<file path="src/rtl/jc_pkg.sv">
`default_nettype none
// ============================================================================
//  Package     : jc_pkg
//  Description : Shared types and helpers for the Johnson-counter sequencer.
//                Holds the sequencer state enum, the command opcodes and the
//                Johnson-code legality test used by the optional checker.
//  Revision    : 1.0  initial release
// ============================================================================
package jc_pkg;

  // Widest counter the legality helper can examine.
  localparam int JC_MAX_W = 64;

  typedef enum logic [2:0] {
    ST_IDLE   = 3'd0,
    ST_LOAD   = 3'd1,
    ST_RUN    = 3'd2,
    ST_SETTLE = 3'd3,
    ST_DONE   = 3'd4
  } jc_state_e;

  localparam logic JC_OP_STEP = 1'b0;
  localparam logic JC_OP_LOAD = 1'b1;

  // Every Johnson code is a single run of ones against a run of zeros, so
  // at most one adjacent bit pair (within the low 'width' bits) may differ.
  function automatic logic jc_is_legal(input logic [JC_MAX_W-1:0] code,
                                       input int                  width);
    int diffs;
    diffs = 0;
    for (int i = 0; i < JC_MAX_W - 1; i++) begin
      if ((i + 1 < width) && (code[i] != code[i+1])) begin
        diffs++;
      end
    end
    return (diffs <= 1);
  endfunction

endpackage
`default_nettype wire

</file>
<file path="src/rtl/jc_legal_check.sv">
`default_nettype none
// ============================================================================
//  Module      : jc_legal_check
//  Description : Purely combinational Johnson-code legality check.
//  Ports       : jc_count [WIDTH] - code to examine
//                legal    [1]     - 1 when jc_count is a valid Johnson code
//  Revision    : 1.0  initial release
// ============================================================================
module jc_legal_check
  import jc_pkg::*;
#(
  parameter int WIDTH = 4
) (
  input  logic [WIDTH-1:0] jc_count,
  output logic             legal
);

  logic [JC_MAX_W-1:0] w_code;

  // Zero-extension is harmless: the helper only looks at the low WIDTH bits.
  assign w_code = {{(JC_MAX_W - WIDTH){1'b0}}, jc_count};
  assign legal  = jc_is_legal(w_code, WIDTH);

endmodule
`default_nettype wire

</file>
<file path="src/rtl/johnson_seq_ctrl.sv">
`default_nettype none
// ============================================================================
//  Module      : johnson_seq_ctrl
//  Description : Command-driven sequencer for a WIDTH-bit Johnson counter.
//                Accepts LOAD/STEP commands on a valid/ready handshake, drives
//                the counter enable/load pins and pulses done once the counter
//                output reflects the completed command.
//  Config      : JC_LEGAL_CHECK_EN - compiles in the legality checker (illegal
//                LOAD values are suppressed, illegal counts terminate a run,
//                both set the sticky err flag). Undefined: err is tied 0.
//  Ports       : clk, rst_n (async, active-low)
//                cmd_valid/cmd_ready/cmd_op/cmd_steps/cmd_value - command in
//                abort        - early termination request for STEP
//                jc_count     - counter output
//                jc_enable/jc_load_en/jc_load_val - counter controls (regs)
//                busy, done, aborted, steps_left, err - status
//  Revision    : 1.0  initial release
// ============================================================================
module johnson_seq_ctrl
  import jc_pkg::*;
#(
  parameter int WIDTH  = 4,
  parameter int STEP_W = 8
) (
  input  logic              clk,
  input  logic              rst_n,
  input  logic              cmd_valid,
  output logic              cmd_ready,
  input  logic              cmd_op,
  input  logic [STEP_W-1:0] cmd_steps,
  input  logic [WIDTH-1:0]  cmd_value,
  input  logic              abort,
  input  logic [WIDTH-1:0]  jc_count,
  output logic              jc_enable,
  output logic              jc_load_en,
  output logic [WIDTH-1:0]  jc_load_val,
  output logic              busy,
  output logic              done,
  output logic              aborted,
  output logic [STEP_W-1:0] steps_left,
  output logic              err
);

  jc_state_e         r_state;
  logic              r_cmd_ready;
  logic              r_jc_enable;
  logic              r_jc_load_en;
  logic [WIDTH-1:0]  r_jc_load_val;
  logic              r_busy;
  logic              r_done;
  logic              r_aborted;
  logic              r_abort_flag;
  logic [STEP_W-1:0] r_steps_left;
  logic              r_err;

  logic w_accept;
  logic w_count_legal;
  logic w_value_legal;

`ifdef JC_LEGAL_CHECK_EN
  jc_legal_check #(.WIDTH(WIDTH)) u_chk_count (
    .jc_count (jc_count),
    .legal    (w_count_legal)
  );

  jc_legal_check #(.WIDTH(WIDTH)) u_chk_value (
    .jc_count (cmd_value),
    .legal    (w_value_legal)
  );

  assign err = r_err;
`else
  logic w_unused_count;

  assign w_count_legal  = 1'b1;
  assign w_value_legal  = 1'b1;
  assign w_unused_count = ^{jc_count, r_err};
  assign err            = 1'b0;
`endif

  assign w_accept = cmd_valid && r_cmd_ready;

  always_ff @(posedge clk or negedge rst_n) begin
    if (!rst_n) begin
      r_state       <= ST_IDLE;
      r_cmd_ready   <= 1'b0;
      r_jc_enable   <= 1'b0;
      r_jc_load_en  <= 1'b0;
      r_jc_load_val <= '0;
      r_busy        <= 1'b0;
      r_done        <= 1'b0;
      r_aborted     <= 1'b0;
      r_abort_flag  <= 1'b0;
      r_steps_left  <= '0;
      r_err         <= 1'b0;
    end else begin
      r_done    <= 1'b0;
      r_aborted <= 1'b0;
      case (r_state)
        ST_IDLE: begin
          // Ready rises on the first clock after reset release and stays up.
          r_cmd_ready <= 1'b1;
          if (w_accept) begin
            r_cmd_ready  <= 1'b0;
            r_busy       <= 1'b1;
            r_err        <= 1'b0;
            r_abort_flag <= 1'b0;
            if (cmd_op == JC_OP_LOAD) begin
              r_state       <= ST_LOAD;
              r_steps_left  <= '0;
              r_jc_load_val <= cmd_value;
              if (w_value_legal) begin
                r_jc_enable  <= 1'b1;
                r_jc_load_en <= 1'b1;
              end else begin
                r_err <= 1'b1;
              end
            end else if (cmd_steps != '0) begin
              r_state      <= ST_RUN;
              r_steps_left <= cmd_steps;
              r_jc_enable  <= 1'b1;
            end else begin
              // Zero-length STEP has nothing to settle.
              r_state      <= ST_DONE;
              r_steps_left <= '0;
              r_done       <= 1'b1;
            end
          end
        end

        ST_LOAD: begin
          r_jc_enable  <= 1'b0;
          r_jc_load_en <= 1'b0;
          r_state      <= ST_SETTLE;
        end

        ST_RUN: begin
          if (abort || !w_count_legal) begin
            // Early exit: steps_left keeps the value seen in this cycle.
            r_jc_enable  <= 1'b0;
            r_abort_flag <= 1'b1;
            r_state      <= ST_SETTLE;
            if (!w_count_legal) begin
              r_err <= 1'b1;
            end
          end else begin
            r_steps_left <= r_steps_left - STEP_W'(1);
            if (r_steps_left == STEP_W'(1)) begin
              r_jc_enable <= 1'b0;
              r_state     <= ST_SETTLE;
            end
          end
        end

        ST_SETTLE: begin
          if (!w_count_legal) begin
            r_err <= 1'b1;
          end
          r_state   <= ST_DONE;
          r_done    <= 1'b1;
          r_aborted <= r_abort_flag;
        end

        ST_DONE: begin
          r_state     <= ST_IDLE;
          r_busy      <= 1'b0;
          r_cmd_ready <= 1'b1;
        end

        default: begin
          r_state     <= ST_IDLE;
          r_busy      <= 1'b0;
          r_jc_enable <= 1'b0;
        end
      endcase
    end
  end

  assign cmd_ready   = r_cmd_ready;
  assign jc_enable   = r_jc_enable;
  assign jc_load_en  = r_jc_load_en;
  assign jc_load_val = r_jc_load_val;
  assign busy        = r_busy;
  assign done        = r_done;
  assign aborted     = r_aborted;
  assign steps_left  = r_steps_left;

endmodule
`default_nettype wire
</file>
<file path="config.mk">
export PLATFORM = sky130hd
export DESIGN_NAME = johnson_seq_ctrl
export DESIGN_NICKNAME = d
export VERILOG_FILES = /design/src/rtl/jc_pkg.sv /design/src/rtl/jc_legal_check.sv /design/src/rtl/johnson_seq_ctrl.sv
export SDC_FILE = /design/constraint.sdc
export NUM_CORES = 1
export LEC_CHECK = 0
export CORE_MARGIN = 2
export CORE_UTILIZATION = 48
export CTS_BUF_LIST = sky130_fd_sc_hd__clkbuf_16
export CTS_CLUSTER_SIZE = 40
export DETAILED_ROUTE_END_ITERATION = 10
export PLACE_DENSITY = 0.84
export SETUP_SLACK_MARGIN = 0.4
export SYNTH_ARGS = -nofsm -noshare
export SYNTH_HDL_FRONTEND = slang
export SYNTH_SLANG_ARGS = --single-unit
export TNS_END_PERCENT = 10
</file>
<file path="constraint.sdc">
create_clock -name clk -period 3.7 [get_ports clk]
set_input_delay 0.555 -clock clk [delete_from_list [all_inputs] [get_ports clk]]
set_output_delay 0.555 -clock clk [all_outputs]
set_load 0.005 [all_outputs]
</file>
==> flow_summary.toml <==
[sta]
slew_headroom_pct = 33.7
drv_slew = 0
hold_viol_final = 0
clock_skew_ns = 0.00208
rsz0062_at_grt = "no"
period_share_pct = 53.9
worstMarginPinSlew_ns = 0.991
setup_viol = 0
fin_crit_ns = 2.00
fin_tns_setup_ns = 0
timing.final.ws_setup_ns = 1.70
fmax_mhz = 501

[critical_path]
slowest_delay_ns = 0.56
r2r_cells = 4
worstSetupEndpointType = "flip-flop"
r2r_slack_ns = 1.89
slowest_stage = "or4_1"
reg2reg_to = "steps_left[7]$_DFFE_PN0P_"
cp.required_ns = 3.83
cp.arrival_ns = 2.12
reg2reg_from = "r_state[1]$_DFFE_PN0P_"
crit_path_start = "cmd_steps[0]"
crit_path_max_fanout = 3
crit_end = "jc_enable$_DFFE_PN0P_"
startpoint_type = "input pin"
critPathKind = "in -> reg"
crit_chain = "clkdlybuf4s50_1, or4_1, or3_1, a21oi_1, o31ai_1"

[place]
io_buffer_count = 34
place_ws_ns = 1.44
post-dp-hpwl_mm = 2.10
place.gp.congestion = 0.830
dpl_cell_area_mm2 = 0.00151

[power]
power_uw = 1320
p_seq_share_pct = 35.8
switching_power_uw = 498
p_leak_uw = 0.000659
pwr-share-comb_pct = 47.1
p_sw_share_pct = 37.7
pwr-share-clk_pct = 17.1
intPower_uw = 822
peakVddDrop_mv = 0.496
power.density_mw_per_mm2 = 830

[detailed_routing]
vias = 1095
drc_errors = 0
first_pass_iters = 4
via_per_inst = 5.89
routedWlPerCell_um = 15.5
antenna_left = 0
drtIter0Drc = 33
finalWirelength_mm = 2.88

[cts]
cts_repair_resize_count = 0
clk_latency_ns = 0.25
hold_buffers = 0
clkTransAtPathRegs_ns = 0.06
cts.sinks = 22
cts_buffer_depth = 2
root_buffer = "clkbuf_16"
tritoncts = "yes"
numCtsBuffers = 3
h-tree-depth = 1
cts_setup_buffers = 0

[final_layout]
drive_gt1_share_pct = 4.43
area_growth_pct = 34.9
design_area_mm2 = 0.00159
multi_input_area_um2 = 559
n_antenna_cell = 0
register_area_um2 = 551
nFillCells = 169
layout.nets = 182

[floorplanning]
core_mm2 = 0.00228
dieArea_mm2 = 0.00287
row_count = 17
ios = 40
dieWidth_um = 53.6
start_util_pct = 51.8
die_h_um = 53.6

[yosys]
synth-warning-count = 0
syn_area_per_cell_um2 = 9.43
async_reset_ff_share_pct = 100
synthCells = 125
yosysUniqueCellTypes = 37
synth_seq_area_share_pct = 46.7
synthesis.area_mm2 = 0.00118
synthFlopType = "dfrtp_1"
synth_edf_count = 0
ys_seq_elements = 22
synth_nets = 148

[hold_path]
min_path_type = "reg -> reg"
min_path_cells = 1

[grt]
use_met3_pct = 3.89
grt_first_pass_wirelength_mm = 4.85
grt_overflow = 0
use_met1_pct = 29.0
use_met2_pct = 39.3
grt_max_degree = 23
busiest_layer = "met2"
grt_pass1_vias = 1099
antenna_found_initial = 0
grt_use_total_pct = 23.3

[flow_run]
drv_cap = 0

[outcome]
status = "complete, no violations"
cells by family (layout without fill, tap and decap cells):
| kind of cell | count (synthesis) | count (layout) | synth area share (%) |
|---|---|---|---|
| AND/OR/NAND/NOR | 47 | 47 | 21.7 |
| AO/OA/AOI/OAI | 38 | 38 | 19.5 |
| flip-flops | 22 | 22 | 46.7 |
| buffers and inverters | 11 | 44 | 5.84 |
| multiplexers | 4 | 4 | 3.82 |
| adder cells (fa/ha/maj) | 2 | 2 | 2.12 |
| other | 1 | 1 | 0.318 |
state kept, by name, summed over array words and instances (netlist names):
signal	cells
aborted	1
busy	1
cmd_ready	1
done	1
jc_enable	1
jc_load_en	1
jc_load_val	4
r_abort_flag	1
r_state	3
steps_left	8
how the worst min path moves through the flow:
| stage | start | endpoint | slack [ns] |
|---|---|---|---|
| 2_1_floorplan | rst_n | aborted$_DFF_PN0_ | 0.26 |
| 3_3_place_gp | jc_load_val[3]$_DFFE_PN0P_ | jc_load_val[3]$_DFFE_PN0P_ | 0.48 |
| 3_5_place_dp | jc_load_val[0]$_DFFE_PN0P_ | jc_load_val[0]$_DFFE_PN0P_ | 0.48 |
| 4_1_cts | jc_load_val[0]$_DFFE_PN0P_ | jc_load_val[0]$_DFFE_PN0P_ | 0.49 |
| 5_1_grt | jc_load_val[2]$_DFFE_PN0P_ | jc_load_val[2]$_DFFE_PN0P_ | 0.51 |
| 6_report | jc_load_val[0]$_DFFE_PN0P_ | jc_load_val[0]$_DFFE_PN0P_ | 0.49 |
critical path: cells and delay by family:
| kind | cells | cell delay (ns) |
|---|---|---|
| simple gates | 2 | 0.91 |
| buf+inv | 1 | 0.44 |
| compound gates | 2 | 0.21 |
per-layer routing:
| layer | share of wire, % | wire, um |
|---|---|---|
| met2 | 50 | 1450 |
| met3 | 6.1 | 175 |
| met4 | 1.6 | 45 |
| met5 | 0 | 0 |
| met1 | 42 | 1210 |
synth_stat cells (all sizes together), types with 2 or more instances:
master,count,area [um^2]
a21oi,13,65.1
a2bb2oi,2,17.5
a31oi,4,25.0
buf,6,50.0
dfrtp,22,551
ha,2,25.0
inv,5,18.8
mux2,4,45.0
nand2,6,22.5
nand3,6,35.0
nand3b,2,15.0
nor2,16,60.1
nor3,4,20.0
nor3b,4,35.0
o21ai,11,55.1
or3,2,12.5
or4,2,18.8
power groups by stage:
| stage | clock, uW | sequential [uW] | combinational (uW) |
|---|---|---|---|
| floorplan | 0 | 430 | 411 |
| global placement | 0 | 464 | 599 |
| detailed placement | 0 | 472 | 622 |
| CTS | 230 | 472 | 625 |
| global route | 242 | 494 | 686 |
| finish | 226 | 473 | 622 |
layout by cell type, fill, tap and decap left out, types with 2 or more instances in the layout:
master	count
clkdlybuf4s50_1	34
dfrtp_1	22
nor2_1	16
a21oi_1	13
o21ai_1	9
nand2_1	6
inv_1	5
nand3_1	5
nor3_1	4
a31oi_1	4
mux2_1	4
nor3b_1	3
clkbuf_16	3
nand3b_1	2
a2bb2oi_1	2
o21ai_0	2
or3_1	2
ha_1	2
area by class of cell:
class | instances | share of cell area, %
tap | 28 | 2.20
clock buffer | 3 | 4.72
clock inverter | 1 | 0.236
inverter | 5 | 1.18
multi-input combinational | 92 | 35.2
timing repair buffer | 35 | 21.9
sequential | 22 | 34.6
through the flow:
stage	hold slack, ns	util [%]	instances
2_1_floorplan	0.259	-	125
3_3_place_gp	0.476	66.4	182
3_5_place_dp	0.481	66.4	182
4_1_cts	0.494	69.9	186
5_1_grt	0.513	69.9	186
6_report	0.491	69.9	186
Note: power is estimated with default switching activity, not from simulation.
